**src/rtl/led_pwm_bank.sv**
```systemverilog
// Multi-channel LED PWM engine: shared prescaled frame counter, per-channel
// shadowed duty/mode registers applied at frame boundaries (off/static/breathe/blink).
module led_pwm_bank #(
    parameter int CHANNELS = 8,
    parameter int WIDTH    = 8,
    parameter int PRESCALE = 4,
    parameter int CW       = (CHANNELS > 1) ? $clog2(CHANNELS) : 1
) (
    input  logic                clk,
    input  logic                rst,
    input  logic                ena,
    input  logic                wr_en,
    input  logic [CW-1:0]       wr_chan,
    input  logic [WIDTH-1:0]    wr_duty,
    input  logic [1:0]          wr_mode,
    output logic [CHANNELS-1:0] pwm,
    output logic                frame_start
);

    typedef enum logic [1:0] {
        MODE_OFF     = 2'b00,
        MODE_STATIC  = 2'b01,
        MODE_BREATHE = 2'b10,
        MODE_BLINK   = 2'b11
    } mode_t;

    logic                tick;
    logic                boundary;
    logic                wr_valid;
    logic [WIDTH-1:0]    cnt;

    logic [WIDTH-1:0]    shadow_duty [CHANNELS];
    mode_t               shadow_mode [CHANNELS];
    logic [WIDTH-1:0]    active_duty [CHANNELS];
    mode_t               active_mode [CHANNELS];
    logic [WIDTH-1:0]    level       [CHANNELS];
    logic [WIDTH-1:0]    load_duty   [CHANNELS];
    mode_t               load_mode   [CHANNELS];
    logic [WIDTH-1:0]    next_level  [CHANNELS];
    logic [WIDTH-1:0]    eff         [CHANNELS];
    logic [CHANNELS-1:0] dir_down;
    logic [CHANNELS-1:0] next_down;
    logic [CHANNELS-1:0] blink;
    logic [CHANNELS-1:0] wr_hit;

    generate
        if (PRESCALE > 0) begin : g_pre
            logic [PRESCALE-1:0] pre;
            always_ff @(posedge clk or posedge rst) begin
                if (rst) begin
                    pre <= '0;
                end else if (ena) begin
                    pre <= pre + PRESCALE'(1);
                end
            end
            assign tick = ena && (pre == '1);
        end else begin : g_no_pre
            assign tick = ena;
        end
    endgenerate

    assign boundary = tick && (cnt == '1);
    assign wr_valid = wr_en && (32'(wr_chan) < 32'(CHANNELS));

    always_comb begin
        for (int unsigned i = 0; i < CHANNELS; i++) begin
            wr_hit[i] = wr_valid && (32'(wr_chan) == i);
        end
    end

    // Values entering active at a boundary; a write in that same cycle bypasses shadow.
    always_comb begin
        for (int unsigned i = 0; i < CHANNELS; i++) begin
            load_duty[i]  = wr_hit[i] ? wr_duty : shadow_duty[i];
            load_mode[i]  = wr_hit[i] ? mode_t'(wr_mode) : shadow_mode[i];
            next_level[i] = '0;
            next_down[i]  = 1'b0;
            if (load_mode[i] == MODE_BREATHE) begin
                if (level[i] > load_duty[i]) begin
                    next_level[i] = load_duty[i];
                    next_down[i]  = 1'b1;
                end else if (!dir_down[i]) begin
                    if (level[i] == load_duty[i]) begin
                        next_down[i]  = 1'b1;
                        next_level[i] = (load_duty[i] == '0) ? '0 : load_duty[i] - WIDTH'(1);
                    end else begin
                        next_level[i] = level[i] + WIDTH'(1);
                    end
                end else begin
                    if (level[i] == '0) begin
                        next_down[i]  = 1'b0;
                        next_level[i] = (load_duty[i] == '0) ? '0 : WIDTH'(1);
                    end else begin
                        next_down[i]  = 1'b1;
                        next_level[i] = level[i] - WIDTH'(1);
                    end
                end
            end
        end
    end

    always_comb begin
        for (int unsigned i = 0; i < CHANNELS; i++) begin
            eff[i] = '0;
            unique case (active_mode[i])
                MODE_OFF:     eff[i] = '0;
                MODE_STATIC:  eff[i] = active_duty[i];
                MODE_BREATHE: eff[i] = level[i];
                MODE_BLINK:   eff[i] = blink[i] ? active_duty[i] : '0;
                default:      eff[i] = '0;
            endcase
        end
    end

    always_ff @(posedge clk or posedge rst) begin
        if (rst) begin
            cnt         <= '0;
            frame_start <= 1'b0;
            pwm         <= '0;
            dir_down    <= '0;
            blink       <= '0;
            for (int unsigned i = 0; i < CHANNELS; i++) begin
                shadow_duty[i] <= '0;
                shadow_mode[i] <= MODE_OFF;
                active_duty[i] <= '0;
                active_mode[i] <= MODE_OFF;
                level[i]       <= '0;
            end
        end else begin
            if (tick) begin
                cnt <= cnt + WIDTH'(1);
            end
            frame_start <= boundary;
            for (int unsigned i = 0; i < CHANNELS; i++) begin
                pwm[i] <= (cnt < eff[i]);
                if (wr_hit[i]) begin
                    shadow_duty[i] <= wr_duty;
                    shadow_mode[i] <= mode_t'(wr_mode);
                end
                if (boundary) begin
                    active_duty[i] <= load_duty[i];
                    active_mode[i] <= load_mode[i];
                    level[i]       <= next_level[i];
                    dir_down[i]    <= next_down[i];
                    blink[i]       <= (load_mode[i] == MODE_BLINK) ? ~blink[i] : 1'b0;
                end
            end
        end
    end

endmodule

```
**config.mk**
```make
export PLATFORM = sky130hd
export DESIGN_NAME = led_pwm_bank
export DESIGN_NICKNAME = d
export VERILOG_FILES = /design/src/rtl/led_pwm_bank.sv
export SDC_FILE = /design/constraint.sdc
export NUM_CORES = 1
export LEC_CHECK = 0
export CAP_MARGIN = 30
export CORE_MARGIN = 5
export CORE_UTILIZATION = 57
export DETAILED_ROUTE_END_ITERATION = 10
export PLACE_DENSITY = 0.85
export SYNTH_ARGS = -nofsm -noshare
export SYNTH_HDL_FRONTEND = slang
export SYNTH_SLANG_ARGS = --single-unit
```
**constraint.sdc**
```tcl
create_clock -name clk -period 11.6 [get_ports clk]
set_input_delay 1.74 -clock clk [delete_from_list [all_inputs] [get_ports clk]]
set_output_delay 1.74 -clock clk [all_outputs]
set_load 0.01 [all_outputs]
```
Word level (Yosys, flattened, before mapping)
Cells that the tools add are included.
- mux-type cells: 136
- magnitude comparators: 16
- add/sub/neg operators: 26
- reduce and logical (&&, ||, !) cells: 35
- eq/ne operators: 57
- bitwise logic cells: 8
- operator list (operator ; count):
    $mux W8 ; 64
    $pmux W8 S4 ; 8
    $logic_not A8 Y1 ; 16
    $sub A8 B1 Y8 const B ; 16
    $add A8 B1 Y8 const B ; 9
    $eq A2 B2 Y1 const B ; 32
    $eq A8 B8 Y1 ; 8
    $gt A8 B8 Y1 ; 8
    $lt A8 B8 Y1 ; 8
    $mux W1 ; 56
    $eq A2 B1 Y1 const B ; 8
    $logic_not A2 Y1 ; 8
    $mux W2 ; 8
    $eq A3 B3 Y1 const B ; 4
    $logic_and A1 B1 Y1 ; 10
    $eq A8 B8 Y1 const B ; 1
    $not A1 Y1 ; 8
    $eq A3 B2 Y1 const B ; 2
    $add A4 B1 Y4 const B ; 1
    $eq A4 B4 Y1 const B ; 1
    $eq A3 B1 Y1 const B ; 1
    $logic_not A3 Y1 ; 1
- output and inout port bits: 9
- register bits after elaboration: 261
- logic and storage cells: 324
- input bits: 17

Longest topological paths before layout
Gate-level depths: netlist of run 1.
- depth in word-level cells: 9
- depth in mapped cells: 17
- gate-level depth less buffers: 13

Worst setup path before layout of run 1
OpenSTA, ideal clock, no wires.
- path kind: input port to flip-flop
- start: input wr_chan[1]
- end: register level[53] (netlist bit)
- data required time: 11535 ps
- path slack: 6376 ps
- setup time: 65 ps
- stages on the path: 13
- data arrival time: 5159 ps
- path through: buf_4 -> and4bb_4 -> buf_6 -> clkbuf_1 -> mux2i_1 -> inv_1 -> ha_1 -> nand2_1 -> or4_4 -> or3_4 -> or4_1 -> o21ai_1 -> a211o_1
- RTL lines (item ; line ; RTL):
    from (decl) ; 13 ; input logic [CW-1:0] wr_chan,
    to (signal, indexed assignment) ; 143 ; level[i] <= next_level[i];
    to (decl) ; 36 ; logic [WIDTH-1:0] level [CHANNELS];

Worst setup path after layout of run 1
- start: input wr_chan[0]
- end: register level[4] (netlist bit)
- longest elaborated chain between the ends: 9
- RTL lines (item ; line ; RTL):
    $eq A3 B3 Y1 * ; 67 ; wr_hit[i] = wr_valid && (32'(wr_chan) == i);
    $logic_and A1 B1 Y1 * ; 67 ;
    $mux W8 ; - ;
    $sub A8 B1 Y8 or $logic_not A8 Y1 (tied branches) ; 85 ; next_level[i] = (load_duty[i] == '0) ? '0 : load_duty[i] - WIDTH'(1);
    $mux W8 ; 85 ;
    $mux W8 ; 83 ; if (level[i] == load_duty[i]) begin
    $mux W8 ; 82 ; end else if (!dir_down[i]) begin
    $mux W8 ; 79 ; if (level[i] > load_duty[i]) begin
    $mux W8 * ; 78 ; if (load_mode[i] == MODE_BREATHE) begin
Every way passes the cells marked *; elsewhere a longest branch is shown, timed or not.
A chain may end at the register's enable or synchronous reset.

==> impl_metrics.ini, run 1 <==
[yosys]
ys.flop_type = dfrtp_1
avgSynthCellArea_um2 = 8.69
ys_seq_elements = 261
synth_edf_count = 0
synth_nets = 2313
synth_cell_type_count = 92
syn_inst = 2161
syn_area_mm2 = 0.0188
seq_area_frac_synth_pct = 34.8
synthArstFlopShare_pct = 100
yosys_warnings = 0

[clocking]
postCtsSetupBuffers = 0
insertion_delay_ns = 0.56
cts_root_buf = clkbuf_16
clock-sinks = 261
clkTransAtPathRegs_ns = 0.06
hold_buffers = 0
cts_inserted_buffers = 29
cts_tree = yes
h-tree-depth = 1
cts_resized = 0
cts_buffer_depth = 3

[critical_path]
worstReg2RegStart = cnt[5]
critPathKind = primary input to flop
rrSetupSlack_ns = 7.84
crit-reg2reg-capture = level[30]
max_stage_delay_ns = 0.71
worstPathMaxFanout = 18
reg2regPathDepth = 10
crit_path_start_kind = primary input
arrival_ns = 6.12
end_kind = flop
critPathSlowestCell = clkdlybuf4s50_1
worstPathRequired_ns = 12.07
crit_path_cell_trace = clkdlybuf4s50_1 > nand4_2 > mux2i_1 > ha_1 > nor2b_1 > o21ai_0 > a32oi_1 > maj3_1 > maj3_1 > a21oi_1 > nand2_1 > o211ai_1
crit_top_cell = maj3_1

[floorplanning]
rows = 66
core_region_area_mm2 = 0.0325
die_area_mm2 = 0.0367
initial_core_util_pct = 57.7
die_x_um = 192
die_y_um = 192
pin_count = 26

[timing]
timing.fmax_mhz = 177
tightest_slew_ns = 1.07
finalCritPeriodShare_pct = 48.7
finalMaxSlewViolations = 0
finalClockSkew_ns = 0.0112
final-hold-violation-count = 0
final.min_clock_period_ns = 5.65
rsz0062_at_grt = false
setup_violations = 0
relSlewSlack_pct = 28.8
setup-tns-final_ns = 0

[detailed_routing]
route.detailed.wl_per_inst_um = 21.5
vias = 17228
antenna_left = 0
route.detailed.drc = 0
drt_iter0_markers = 2020
firstDrtPassIters = 8
drt-vias-per-instance = 6.70
drt-total-wl_um = 55200

[cells_and_area]
area_growth_pct = 7.97
final_nets = 2261
layout_common_cells = dfrtp_1, nand2_1, o21ai_0
final_common_cell = dfrtp_1
drive_gt1_share_pct = 6.20
n_antenna_cell = 0
layoutNonFillerInstCount = 2572

[global_route]
track_usage_pct = 29.7
overflow = 0
grt_pass1_wl_um = 88300
grt_max_degree = 114
grt_pass1_vias = 17083
antenna_found_initial = 0

[worst_hold_path]
hp-class = flop to flop
holdCritStartpoint = g_pre.pre[3]
hold_depth = 1
min_to = g_pre.pre[3]

[power_and_ir_drop]
peakVddDrop_mv = 0.116
power_density_mw_per_mm2 = 131
p_leak_nw = 8.96

[place]
io_buffers = 25
dpl.cell_count = 2519
hpwlAfterDp_um = 37000
gp_congestion = 0.952

[job]
drv_cap = 0

[run_status]
status = finished, final reports clean
-- state kept, by name (all words and copies together), names as in the netlist --
name / cells
active_duty: 64
level: 64
shadow_duty: 64
active_mode: 16
shadow_mode: 16
blink: 8
cnt: 8
dir_down: 8
pwm: 8
g_pre.pre: 4
frame_start: 1
-- metal layers --
metal	up-vias	global-route usage (%)	part of all wire, %
li1	7814	-	-
met1	8266	37.3	39
met2	926	49.4	47
met3	222	4.58	8.7
met4	0	16.0	5.5
met5	-	0	0
-- where the power goes --
part / leakage [nW] / switching [mW] / internal, mW
clock: 0.483 / 0.384 / 0.578
sequential: 3.37 / 0.0733 / 0.993
combinational: 5.11 / 0.388 / 0.237
-- cell type report --
class | count | area [µm²]
Timing Repair Buffer | 47 | 437
Clock buffer | 38 | 810
Clock inverter | 14 | 181
Inverter | 122 | 465
Sequential cell | 261 | 6530
Multi-Input combinational cell | 1648 | 11300
Tap cell | 442 | 553
Fill cell | 2655 | 12300
-- cells in the mapped netlist (21+ instances only) --
cell type | n | area (µm²)
xnor2_1 | 52 | 455
xor2_1 | 27 | 236
nand2_1 | 238 | 893
dfrtp_1 | 261 | 6530
o22ai_1 | 31 | 194
and3_1 | 21 | 131
nand3_1 | 67 | 335
clkbuf_1 | 103 | 387
nor2_1 | 116 | 435
a21oi_1 | 86 | 430
nand2b_1 | 30 | 188
o21ai_0 | 182 | 911
a21o_1 | 22 | 165
mux2_2 | 21 | 236
mux2i_1 | 100 | 1000
nor2b_1 | 21 | 131
o21a_1 | 31 | 233
ha_1 | 135 | 1690
a22oi_1 | 71 | 533
inv_1 | 121 | 454
nor3_1 | 70 | 350
-- worst max-delay path: cells and delay by family --
kind	cells	cell delay [ns]
buffers and inverters	1	0.71
muxes	1	0.48
adders and majority gates	3	1.08
AOI/OAI and AO/OA	4	1.08
and+or+nand+nor	3	1.00
-- worst max path at each step --
stage,from,end,slack (ns)
global route,wr_chan[0],level[0],5.64
floorplan,rst,active_duty[0],2.68
finish,wr_chan[0],level[4],5.95
global placement,wr_chan[0],level[38],5.36
detailed placement,wr_chan[0],level[4],5.43
CTS,wr_chan[0],level[4],6.02
-- cell families (layout without fill, tap and decap cells) --
logic type	Yosys count	after routing	share of synthesized area, %
xor gates and xnor gates	79	79	3.68
and+or+nand+nor	678	678	17.6
adders and majority gates	145	145	9.54
muxes	128	128	7.19
buffers and inverters	252	221	5.20
DFF	261	261	34.8
AOI/OAI and AO/OA	618	618	22.0
-- per-stage QoR --
stage	instance area, µm²	hold slack (ns)	worst slack (ns)	util [%]	power [mW]
2_1_floorplan	18800	0.438	2.68	-	1.49
3_3_place_gp	19200	0.454	5.36	59.1	1.66
3_5_place_dp	19300	0.470	5.43	59.2	1.68
4_1_cts	20300	0.480	6.02	62.2	2.65
5_1_grt	20300	0.503	5.64	62.3	2.78
6_report	20300	0.479	5.95	62.3	2.65
(Power assumes the default switching activity.)
==> inputs of run 2 (changes only) <==
--- a/config.mk
+++ b/config.mk
@@ -9,7 +9,7 @@
 export CORE_MARGIN = 5
 export CORE_UTILIZATION = 57
 export DETAILED_ROUTE_END_ITERATION = 10
-export PLACE_DENSITY = 0.85
+export PLACE_DENSITY = 0.87
 export SYNTH_ARGS = -nofsm -noshare
 export SYNTH_HDL_FRONTEND = slang
 export SYNTH_SLANG_ARGS = --single-unit
==> constraint.sdc (replaced) <==
create_clock -name clk -period 4.68 [get_ports clk]
set_input_delay 0.702 -clock clk [delete_from_list [all_inputs] [get_ports clk]]
set_output_delay 0.702 -clock clk [all_outputs]
set_load 0.01 [all_outputs]
==> run 2 against run 1 <==
Against the previous run:
- setup slack got worse by 5.2 ns
- non-clock buffer count is 73 higher
- final cell count up 3.0%
- core utilization rose by 2.1 points
- routed wire length increased by 2.6%
- largest power group unchanged
==> impl_metrics.ini, run 2 (synthesis gave the netlist of run 1 again) <==
[detailed_routing]
drt-vias-per-instance = 6.63
antenna_left = 0
vias = 17563
drt_iter0_markers = 1916
route.detailed.wl_per_inst_um = 21.4
drt-total-wl_um = 56600
firstDrtPassIters = 5
route.detailed.drc = 0

[floorplanning]
die_area_mm2 = 0.0367
die_y_um = 192
core_region_area_mm2 = 0.0325
pin_count = 26
rows = 66
initial_core_util_pct = 57.7
die_x_um = 192

[clocking]
cts_resized = 0
cts_root_buf = clkbuf_16
cts_inserted_buffers = 30
cts_buffer_depth = 3
h-tree-depth = 1
insertion_delay_ns = 0.57
cts_tree = yes
clkTransAtPathRegs_ns = 0.06
hold_buffers = 0
postCtsSetupBuffers = 0
clock-sinks = 261

[global_route]
grt_max_degree = 181
overflow = 0
track_usage_pct = 30.6
grt_pass1_vias = 17266
grt_pass1_wl_um = 91200
antenna_found_initial = 1

[place]
gp_congestion = 0.980
io_buffers = 25
hpwlAfterDp_um = 39800

[critical_path]
arrival_ns = 4.39
worstPathMaxFanout = 17
crit_path_start_kind = primary input
critPathKind = primary input to flop
reg2regPathDepth = 10
end_kind = flop
worstPathRequired_ns = 5.14

[run_status]
status = finished, final reports clean

[power_and_ir_drop]
peakVddDrop_mv = 0.322
p_leak_nw = 9.39
power_density_mw_per_mm2 = 330

[timing]
relSlewSlack_pct = 36.8
holdWs_ns = 0.386
finalMaxSlewViolations = 0
setup_violations = 0
finalCritPeriodShare_pct = 84.1
tightest_slew_ns = 0.947
timing.fmax_mhz = 254
final.min_clock_period_ns = 3.93
final-hold-violation-count = 0
rsz0062_at_grt = false
setup-tns-final_ns = 0
finalClockSkew_ns = 0.0189

[cells_and_area]
final_nets = 2335
utilization_pct = 64.5
layout_common_cells = dfrtp_1, nand2_1, o21ai_0
final_common_cell = dfrtp_1
reg_top3 = active_duty (64), level (64), shadow_duty (64)
drive_gt1_share_pct = 9.52
area_growth_pct = 11.7
n_antenna_cell = 0

[job]
drv_cap = 0

[worst_hold_path]
hp-class = primary input to asynchronous set/reset pin
## run 2: cell count changes in the layout (fill, tap and decap cells not counted), sizes merged
cell,previous run,this run
clkinv,7,10
clkbuf,38,40
bufinv,4,6
buf,22,95
inv,122,120
clkinvlp,3,2
## run 2: per-layer routing
metal	wire, µm	GRT usage, %
met2	25700	49.3
met1	22900	40.6
met3	4970	4.82
met5	13	0
met4	3090	14.5
## run 2: layout make-up
type | instances | area, µm²
inverter | 122 | 462
tap | 442 | 553
sequential | 261 | 6530
clock inverter | 16 | 240
timing repair buffer | 120 | 1030
multi-input combinational | 1648 | 11300
fill | 2633 | 11600
clock buffer | 40 | 860
## run 2: stage by stage
step | instances | cell area, µm² | setup WS, ns | power (mW)
2_1_floorplan | 2161 | 18800 | 0.494 | 3.69
3_3_place_gp | 2592 | 19900 | 0.378 | 4.26
3_5_place_dp | 2593 | 19900 | 0.252 | 4.33
4_1_cts | 2649 | 21000 | 0.802 | 6.90
5_1_grt | 2649 | 21000 | 0.547 | 7.22
6_report | 2649 | 21000 | 0.745 | 6.93
## run 2: worst paths after layout
path	startpoint	end	slack, ns
setup / recovery	wr_chan[1]	level[41]	0.75
hold / removal	rst	pwm[3]	0.39
setup reg to reg	cnt[5]	level[29]	1.39
hold reg to reg	blink[0]	blink[0]	0.48
max in group asynchronous	rst	level[0]	3.30
min in group clk	blink[0]	blink[0]	0.48
## run 2: report_power, final
group          internal [mW]  total, mW  switching, mW
registers               2.46       2.66          0.194
logic                  0.704       1.69          0.990
clock network           1.62       2.58          0.960
total                   4.78       6.93           2.14
## run 2: worst max-delay path, stage by stage
cell and delay (ns):
clkdlybuf4s50_1 0.67, nor4bb_4 0.34, buf_4 0.32, mux2i_1 0.30
inv_1 0.13, ha_1 0.29, nand3_1 0.09, or4_1 0.61
o31a_1 0.36, nor2_1 0.18, o21ai_0 0.11, a32o_1 0.28
